## config.mk

```make
export PLATFORM = sky130hd
export DESIGN_NAME = deadlock_report_ctrl_flat
export DESIGN_NICKNAME = d
export VERILOG_FILES = /design/src/rtl/deadlock_report_ctrl_if.sv /design/src/rtl/deadlock_report_ctrl.sv /design/src/flat_wrapper.sv
export SDC_FILE = /design/constraint.sdc
export NUM_CORES = 1
export LEC_CHECK = 0
export CAP_MARGIN = 20
export CORE_MARGIN = 2
export CORE_UTILIZATION = 49
export DETAILED_ROUTE_END_ITERATION = 10
export PLACE_DENSITY_LB_ADDON = 0.15
export SETUP_SLACK_MARGIN = 0.15
export SYNTH_ARGS = -nofsm -noshare
export SYNTH_HDL_FRONTEND = slang
export SYNTH_SLANG_ARGS = --single-unit
export TNS_END_PERCENT = 10
```

## constraint.sdc

```tcl
create_clock -name clock -period 3.2 [get_ports clock]
set_clock_uncertainty 0.2 [all_clocks]
set_input_delay 0.64 -clock clock [delete_from_list [all_inputs] [get_ports clock]]
set_output_delay 0.64 -clock clock [all_outputs]
set_load 0.02 [all_outputs]
```

## src/rtl/deadlock_report_ctrl_if.sv

```systemverilog
// Bundle between the deadlock detect units and the central report controller.
// The controller attaches through the slave modport; the units (or a bench) use master.
interface deadlock_report_ctrl_if #(
  parameter int unsigned PROC_NUM = 3,
  parameter int unsigned IDX_W    = 2,
  parameter int unsigned CNT_W    = 16
);
  logic [PROC_NUM-1:0] dl_in_vec;
  logic                all_finish;
  logic [CNT_W-1:0]    trans_in_cnt_0;
  logic [CNT_W-1:0]    trans_out_cnt_0;
  logic                dl_detect_out;
  logic [PROC_NUM-1:0] origin;
  logic                token_clear;
  logic                report_valid;
  logic [IDX_W-1:0]    report_proc;
  logic [CNT_W-1:0]    report_pending;

  modport slave (
    input  dl_in_vec, all_finish, trans_in_cnt_0, trans_out_cnt_0,
    output dl_detect_out, origin, token_clear, report_valid, report_proc, report_pending
  );

  modport master (
    output dl_in_vec, all_finish, trans_in_cnt_0, trans_out_cnt_0,
    input  dl_detect_out, origin, token_clear, report_valid, report_proc, report_pending
  );
endinterface

```

## src/rtl/deadlock_report_ctrl.sv

```systemverilog
// Picks the lowest-index flagged process as trace origin, confirms the cycle after
// CONFIRM_CYC consecutive flagged cycles, and emits a one-shot report with the backlog.
module deadlock_report_ctrl #(
  parameter int unsigned PROC_NUM    = 3,
  parameter int unsigned IDX_W       = 2,
  parameter int unsigned CNT_W       = 16,
  parameter int unsigned CONFIRM_CYC = 4
) (
  input  logic                   clock,
  input  logic                   reset,
  deadlock_report_ctrl_if.slave  bus
);

  localparam logic [7:0] ConfirmCnt = 8'(CONFIRM_CYC);

  typedef enum logic [1:0] {StIdle, StArm, StClear, StDetected} state_e;

  state_e              state_q, state_d;
  logic [7:0]          cnt_q, cnt_d;
  logic [PROC_NUM-1:0] origin_q, origin_d;
  logic [IDX_W-1:0]    proc_q, proc_d;
  logic                detect_q, detect_d;
  logic                tclr_q, tclr_d;
  logic                rvalid_q, rvalid_d;
  logic [CNT_W-1:0]    pending_q, pending_d;

  logic [PROC_NUM-1:0] first_oh;
  logic [IDX_W-1:0]    first_idx;
  logic                sel_hit;

  // Scan high to low so the lowest set bit wins.
  always_comb begin
    first_oh  = '0;
    first_idx = '0;
    for (int i = PROC_NUM - 1; i >= 0; i--) begin
      if (bus.dl_in_vec[i]) begin
        first_oh    = '0;
        first_oh[i] = 1'b1;
        first_idx   = IDX_W'(i);
      end
    end
  end

  // origin_q is one-hot on the traced process while armed.
  assign sel_hit = |(bus.dl_in_vec & origin_q);

  always_comb begin
    state_d   = state_q;
    cnt_d     = cnt_q;
    origin_d  = origin_q;
    proc_d    = proc_q;
    detect_d  = detect_q;
    tclr_d    = 1'b0;
    rvalid_d  = 1'b0;
    pending_d = pending_q;
    unique case (state_q)
      StIdle: begin
        if ((|bus.dl_in_vec) && !bus.all_finish) begin
          state_d  = StArm;
          origin_d = first_oh;
          proc_d   = first_idx;
          cnt_d    = '0;
        end
      end
      StArm: begin
        // Abort wins over a confirm landing in the same cycle.
        if (!sel_hit || bus.all_finish) begin
          state_d  = StClear;
          origin_d = '0;
          tclr_d   = 1'b1;
        end else begin
          if (cnt_q != 8'hFF) cnt_d = cnt_q + 8'd1;
          if (cnt_d == ConfirmCnt) begin
            state_d   = StDetected;
            detect_d  = 1'b1;
            rvalid_d  = 1'b1;
            pending_d = bus.trans_in_cnt_0 - bus.trans_out_cnt_0;
          end
        end
      end
      StClear:    state_d = StIdle;
      StDetected: state_d = StDetected;
      default:    state_d = StIdle;
    endcase
  end

  always_ff @(posedge clock or negedge reset) begin
    if (!reset) begin
      state_q   <= StIdle;
      cnt_q     <= '0;
      origin_q  <= '0;
      proc_q    <= '0;
      detect_q  <= 1'b0;
      tclr_q    <= 1'b0;
      rvalid_q  <= 1'b0;
      pending_q <= '0;
    end else begin
      state_q   <= state_d;
      cnt_q     <= cnt_d;
      origin_q  <= origin_d;
      proc_q    <= proc_d;
      detect_q  <= detect_d;
      tclr_q    <= tclr_d;
      rvalid_q  <= rvalid_d;
      pending_q <= pending_d;
    end
  end

  assign bus.dl_detect_out  = detect_q;
  assign bus.origin         = origin_q;
  assign bus.token_clear    = tclr_q;
  assign bus.report_valid   = rvalid_q;
  assign bus.report_proc    = proc_q;
  assign bus.report_pending = pending_q;

endmodule

```

## src/flat_wrapper.sv

```systemverilog
// flat-port wrapper written by rule: the top's interface ports become plain ports
module deadlock_report_ctrl_flat 
#(
  parameter int unsigned PROC_NUM    = 3,
  parameter int unsigned IDX_W       = 2,
  parameter int unsigned CNT_W       = 16,
  parameter int unsigned CONFIRM_CYC = 4
)
  (clock, reset, bus_dl_in_vec, bus_all_finish, bus_trans_in_cnt_0, bus_trans_out_cnt_0, bus_dl_detect_out, bus_origin, bus_token_clear, bus_report_valid, bus_report_proc, bus_report_pending);
  deadlock_report_ctrl_if #(.PROC_NUM(PROC_NUM), .IDX_W(IDX_W), .CNT_W(CNT_W)) bus_i ();
  input  logic clock;
  input  logic reset;
  input wire logic [$bits(bus_i.dl_in_vec)-1:0] bus_dl_in_vec;
  input wire logic [$bits(bus_i.all_finish)-1:0] bus_all_finish;
  input wire logic [$bits(bus_i.trans_in_cnt_0)-1:0] bus_trans_in_cnt_0;
  input wire logic [$bits(bus_i.trans_out_cnt_0)-1:0] bus_trans_out_cnt_0;
  output wire logic [$bits(bus_i.dl_detect_out)-1:0] bus_dl_detect_out;
  output wire logic [$bits(bus_i.origin)-1:0] bus_origin;
  output wire logic [$bits(bus_i.token_clear)-1:0] bus_token_clear;
  output wire logic [$bits(bus_i.report_valid)-1:0] bus_report_valid;
  output wire logic [$bits(bus_i.report_proc)-1:0] bus_report_proc;
  output wire logic [$bits(bus_i.report_pending)-1:0] bus_report_pending;
  assign bus_i.dl_in_vec = bus_dl_in_vec;
  assign bus_i.all_finish = bus_all_finish;
  assign bus_i.trans_in_cnt_0 = bus_trans_in_cnt_0;
  assign bus_i.trans_out_cnt_0 = bus_trans_out_cnt_0;
  assign bus_dl_detect_out = bus_i.dl_detect_out;
  assign bus_origin = bus_i.origin;
  assign bus_token_clear = bus_i.token_clear;
  assign bus_report_valid = bus_i.report_valid;
  assign bus_report_proc = bus_i.report_proc;
  assign bus_report_pending = bus_i.report_pending;
  deadlock_report_ctrl #(.PROC_NUM(PROC_NUM), .IDX_W(IDX_W), .CNT_W(CNT_W), .CONFIRM_CYC(CONFIRM_CYC)) u_core (.clock(clock), .reset(reset), .bus(bus_i));
endmodule
```

# Yosys cells after proc, flatten, opt, wreduce, memory -nomap -nowiden
# Index checks and enable logic that the tools add are counted.
dict set report totals {
  memories 0
  reg_bits 34
  latch_bits 0
  mem_bits_rw 0
  inputBits 38
  elab_cells 58
  romBits 0
}
dict set report op_classes {
  reduce_logical 13
  multipliers 0
  n_mux 24
  n_shift 0
  order_cmp 0
  eq_ne 9
  addsub 2
  n_div 0
  bitwise_logic 2
}
# operator n
set ops {}
lappend ops {{$mux 8} 5}
lappend ops {{$pmux 8 s2} 1}
lappend ops {{$sub 16x16->16} 1}
lappend ops {{$mux 3} 5}
lappend ops {{$mux 2} 6}
lappend ops {{$reduce_and 3->1} 3}
lappend ops {{$add 8x1->8 const B} 1}
lappend ops {{$eq 8x3->1 const B} 1}
lappend ops {{$ne 8x8->1 const B} 1}
lappend ops {{$pmux 2 s4} 1}
lappend ops {{$pmux 3 s2} 1}
lappend ops {{$reduce_or 3->1} 2}
lappend ops {{$mux 1} 5}
lappend ops {{$eq 2x2->1 const B} 2}
lappend ops {{$ne 2x1->1 const B} 2}
lappend ops {{$reduce_and 2->1} 2}
lappend ops {{$and 3x3->3} 1}
lappend ops {{$ne 3x1->1 const B} 1}
lappend ops {{$eq 2x1->1 const B} 1}
lappend ops {{$logic_not 1->1} 2}
lappend ops {{$logic_not 2->1} 1}
lappend ops {{$ne 2x2->1 const B} 1}
lappend ops {{$reduce_bool 2->1} 1}
lappend ops {{$logic_and 1x1->1} 1}
lappend ops {{other kinds (2)} 2}

# Logic depth before layout (Yosys ltp)
dict set report depth {
  word_depth 10
  depth_mapped 10
  ltp_nobuf 10
}

# Worst setup path before layout
# No wires, ideal clock.
dict set report synth_path {
  path_kind {input -> register}
  start {in bus_trans_in_cnt_0[0]}
  end {reg u_core.pending_q[14] (netlist: u_core.bus.report_pending[14])}
  path_buffers 0
  required_time_ps 2931
  t_arrival_ps 2541
  cell_stages 10
  setup_slack_ps 391
  setup_time_ps 69
  cell_sequence {inv_1 > ha_1 > inv_1 > fa_1 > a211oi_1 > o21ai_0 > a22oi_1 > mux2i_1 > or4_1 > nand3_1}
}
dict set report synth_between {
  elab_chain_cells 1
}
# element line_no
set synth_lines {}
lappend synth_lines {{start: declaration} flat_wrapper.sv:15} ;# input wire logic [$bits(bus_i.trans_in_cnt_0)-1:0] bus_trans_in_cnt_0;
lappend synth_lines {{$sub 16x16->16} deadlock_report_ctrl.sv:77} ;# pending_d = bus.trans_in_cnt_0 - bus.trans_out_cnt_0;
lappend synth_lines {{end signal: assignment} deadlock_report_ctrl.sv:105} ;# pending_q <= pending_d;
lappend synth_lines {{end: declaration} deadlock_report_ctrl.sv:25} ;# logic [CNT_W-1:0] pending_q, pending_d;
# Every way passes these cells.
# A chain may end at the register's enable or synchronous reset.

# Final worst setup path
dict set report layout_path {
  start {in bus_trans_out_cnt_0[1]}
  end {reg u_core.pending_q[15] (netlist: u_core.bus.report_pending[15])}
}
dict set report layout_between {
  elab_chain_cells 1
}
# element line_no
set layout_lines {}
lappend layout_lines {{start: declaration} flat_wrapper.sv:16} ;# input wire logic [$bits(bus_i.trans_out_cnt_0)-1:0] bus_trans_out_cnt_0;
lappend layout_lines {{$sub 16x16->16} deadlock_report_ctrl.sv:77}
# Every way passes these cells.

==> results.yml <==
sta:
  finalHoldViolations: 0
  hold_slack_ns: 0.2794
  setup_viol: 0
  fin_crit_sh_pct: 90.53
  fmax_mhz: 345.2
  worstMarginPinSlew_ns: 0.6305
  timing.slew.headroom_pct: 57.96
  final_period_minus_worst_setup_slack_ns: 2.897
  setup_repair_after_global_routing_missed_its_margin: "no"
  drv_slew: 0
logic_synthesis:
  netlist_instances: 263
  synth_edf_count: 0
  leading_cell_types_by_total_area_after_synthesis: "sky130_fd_sc_hd__dfrtp_1, sky130_fd_sc_hd__ha_1, sky130_fd_sc_hd__o21ai_0, sky130_fd_sc_hd__nand2_1, sky130_fd_sc_hd__nor2_1"
  synth_top_area_cell: "sky130_fd_sc_hd__dfrtp_1"
  seq_area_frac_synth_pct: 37.28
  yosys.cell_count.top_type: "sky130_fd_sc_hd__dfrtp_1"
  ys_types: 52
  synth_flop_cell: "sky130_fd_sc_hd__dfrtp_1"
  syn-cell-area_um2: 2282
  synth-async-reset-ratio_pct: 100.0
  syn-mean-instance-area_um2: 8.678
  synthesis.yosys.warnings: 0
  synth-seq-cells: 34
  yosys.area.top_type_share_pct: 37.28
  syn_nets: 318
  synth_commonest_cells: "sky130_fd_sc_hd__dfrtp_1, sky130_fd_sc_hd__nand2_1, sky130_fd_sc_hd__o21ai_0"
worst_setup_path:
  setup.worst_path.class: "in -> reg"
  end_kind: "flip-flop"
  worst-endpoint-required_ns: 3.19
  crit-reg2reg-launch: "u_core.cnt_q[0]$_DFFE_PN0P_"
  timing.reg2reg.worst_path_depth: 7
  r2r_setup_slack_ns: 0.71
  crit_fanout: 3
  reg2reg_end: "u_core.bus.report_pending[14]$_DFFE_PN0P_"
  critPathArrivalTime_ns: 2.89
  critical_path.startpoint_type: "primary input"
routing:
  dr_total_vias: 2119
  drc: 0
  first_iter_violations: 68
  route.detailed.vias_per_inst: 5.433
  drt-total-wl_mm: 4.977
  drtAntennaViolNets: 0
  detail_route.wl_per_cell_um: 12.76
  drt_pass1_iterations: 4
cts:
  cts-root-buf: "sky130_fd_sc_hd__clkbuf_8"
  path_clk_slew_ns: 0.07
  worstSkewPairLatency_ns: 0.28
  ctsHoldBuffers: 0
  cts.sink_count: 34
  tritoncts.num_buffers: 5
  tritoncts_clock_tree: "built"
  post-cts-setup-buffers: 0
  cts_max_level: 2
  clock_tree.buffer_depth: 2
floorplan:
  initial_core_util_pct: 51.70
  core-area_um2: 4414
  die_height_um: 72.25
  die-area_um2: 5219
  floorplan.io_pins: 62
  floorplan.rows: 24
  die_w_um: 72.25
cells_and_area:
  diodes: 0
  fillCellCount: 357
  nets: 393
  seqCellArea_um2: 850.8
  multiInputGateArea_um2: 1349
  syn2layout_area_growth_pct: 36.84
  share_of_final_layout_standard_cells_stronger_than_drive_strength_1_pct: 9.763
placed_design:
  number_of_port_buffers: 61
  gp_congestion: 0.8618
  dp_hpwl_mm: 4.005
global_route:
  grt_max_degree: 35
  grt_pass1_vias: 1993
  first_pass_grt_wire_length_mm: 8.700
  grt_use_total_pct: 21.01
  grt_antenna_before_repair: 0
  grt_overflow_total: 0
hold_path:
  hold_path_end: "u_core.bus.report_pending[7]$_DFFE_PN0P_"
  worst_hold_path_type: "reg -> reg"
  min_path_cells: 2
  hold_path.startpoint: "u_core.bus.report_pending[7]$_DFFE_PN0P_"
power_and_ir_drop:
  totalPowerFinal_mw: 1.226
  cellLeakagePower_nw: 1.444
  vdd_drop_max_mv: 0.1787
  power_density_nw_per_um2: 392.6
run_status:
  status: "finished clean"
run:
  cap_viol_max_count: 0
[layer usage]
layer  part of all wire (%)  global-route usage (%)  up-vias
li1                       -                       -     1083
met4                    2.9                   10.06        0
met1                     47                   27.44      972
met3                    3.6                   3.889       13
met2                     46                   33.64       51
met5                      0                       0        -
[worst max-delay path by stage]
stage,end,start
finish,u_core.bus.report_pending[15]$_DFFE_PN0P_,bus_trans_out_cnt_0[1]
global route,u_core.bus.report_pending[14]$_DFFE_PN0P_,bus_trans_in_cnt_0[0]
CTS,u_core.bus.report_pending[14]$_DFFE_PN0P_,bus_trans_out_cnt_0[0]
detailed placement,u_core.bus.report_pending[14]$_DFFE_PN0P_,bus_trans_out_cnt_0[0]
global placement,u_core.bus.report_pending[14]$_DFFE_PN0P_,bus_trans_out_cnt_0[0]
floorplan,u_core.bus.report_pending[14]$_DFFE_PN0P_,bus_trans_in_cnt_0[0]
[report_power, final]
group / switching (mW) / internal, mW
clock: 0.149 / 0.146
sequential: 0.0331 / 0.475
combinational: 0.216 / 0.207
[layout make-up]
type,instances,share of cell area [%]
inverters,21,2.524
clock inverters,2,0.3205
well taps,52,2.083
flip-flops and latches,34,27.24
multi-input cells,203,43.19
repair buffers,73,22.44
clock buffers,5,2.204
[what timing repair did]
item / 4_1_cts / 5_1_grt
gates cloned: 0 / 0
setup endpoints to repair: 1 / 2
resized for setup: 3 / 2
pin swaps: 1 / 2
[per-stage QoR]
stage          utilization (%)  worst slack [ns]  setup TNS [ns]  area [um2]  cells
4_1_cts                  70.61            0.2034               0        3117    390
3_3_place_gp             68.59           -0.1595         -0.2621        3028    383
6_report                 70.75            0.3030               0        3123    390
5_1_grt                  70.75            0.1813               0        3123    390
3_5_place_dp             68.59           -0.2218         -0.3570        3028    383
2_1_floorplan                -            0.3906               0        2282    263
[sequential cells by signal (all words and copies together), names as in the netlist]
name / count
u_core.cnt_q: 8
u_core.bus.dl_detect_out: 1
u_core.bus.token_clear: 1
u_core.bus.origin: 3
u_core.bus.report_valid: 1
u_core.state_q: 2
u_core.bus.report_proc: 2
u_core.bus.report_pending: 16
[cells in the final DEF (no fill, tap or decap), types with 2 or more instances in the layout]
cell type	Yosys	routed
sky130_fd_sc_hd__clkinv_2	0	2
sky130_fd_sc_hd__o211ai_1	3	3
sky130_fd_sc_hd__clkdlybuf4s50_1	0	61
sky130_fd_sc_hd__nor2b_1	4	4
sky130_fd_sc_hd__nand4_1	3	3
sky130_fd_sc_hd__xor2_1	6	6
sky130_fd_sc_hd__a21o_1	3	3
sky130_fd_sc_hd__o21bai_1	4	4
sky130_fd_sc_hd__xnor2_1	6	6
sky130_fd_sc_hd__mux2i_1	4	4
sky130_fd_sc_hd__dfrtp_1	34	34
sky130_fd_sc_hd__o21ai_0	25	24
sky130_fd_sc_hd__and3_1	3	3
sky130_fd_sc_hd__ha_1	16	16
sky130_fd_sc_hd__nor3_1	4	4
sky130_fd_sc_hd__and2_1	2	2
sky130_fd_sc_hd__a22o_1	2	2
sky130_fd_sc_hd__nor2_1	22	22
sky130_fd_sc_hd__buf_4	0	12
sky130_fd_sc_hd__a31oi_1	2	2
sky130_fd_sc_hd__nand2_1	32	32
sky130_fd_sc_hd__o22ai_1	3	3
sky130_fd_sc_hd__o31ai_1	2	2
sky130_fd_sc_hd__inv_1	21	21
sky130_fd_sc_hd__clkbuf_8	0	5
sky130_fd_sc_hd__nand2b_1	6	6
sky130_fd_sc_hd__nand3_1	8	8
sky130_fd_sc_hd__mux2_2	2	2
sky130_fd_sc_hd__a21oi_1	14	14
sky130_fd_sc_hd__o21a_1	2	2
[worst max-delay path, cell delays in order]
cell	delay, ns
sky130_fd_sc_hd__clkdlybuf4s50_1	0.45
sky130_fd_sc_hd__inv_1	0.06
sky130_fd_sc_hd__buf_4	0.13
sky130_fd_sc_hd__ha_1	0.25
sky130_fd_sc_hd__nor2b_1	0.17
sky130_fd_sc_hd__o31ai_1	0.13
sky130_fd_sc_hd__a21o_1	0.21
sky130_fd_sc_hd__or3b_2	0.46
sky130_fd_sc_hd__and4_1	0.21
sky130_fd_sc_hd__o31ai_1	0.17
[cells by family after synthesis]
family,count (synthesis),share of synthesized area (%)
compound gates,73,20.67
xor+xnor,12,4.605
fa+ha+maj,17,9.649
buf+inv,26,4.331
flops,34,37.28
mux,6,2.741
simple gates,95,20.73
Power figures use the tool's default switching activity.
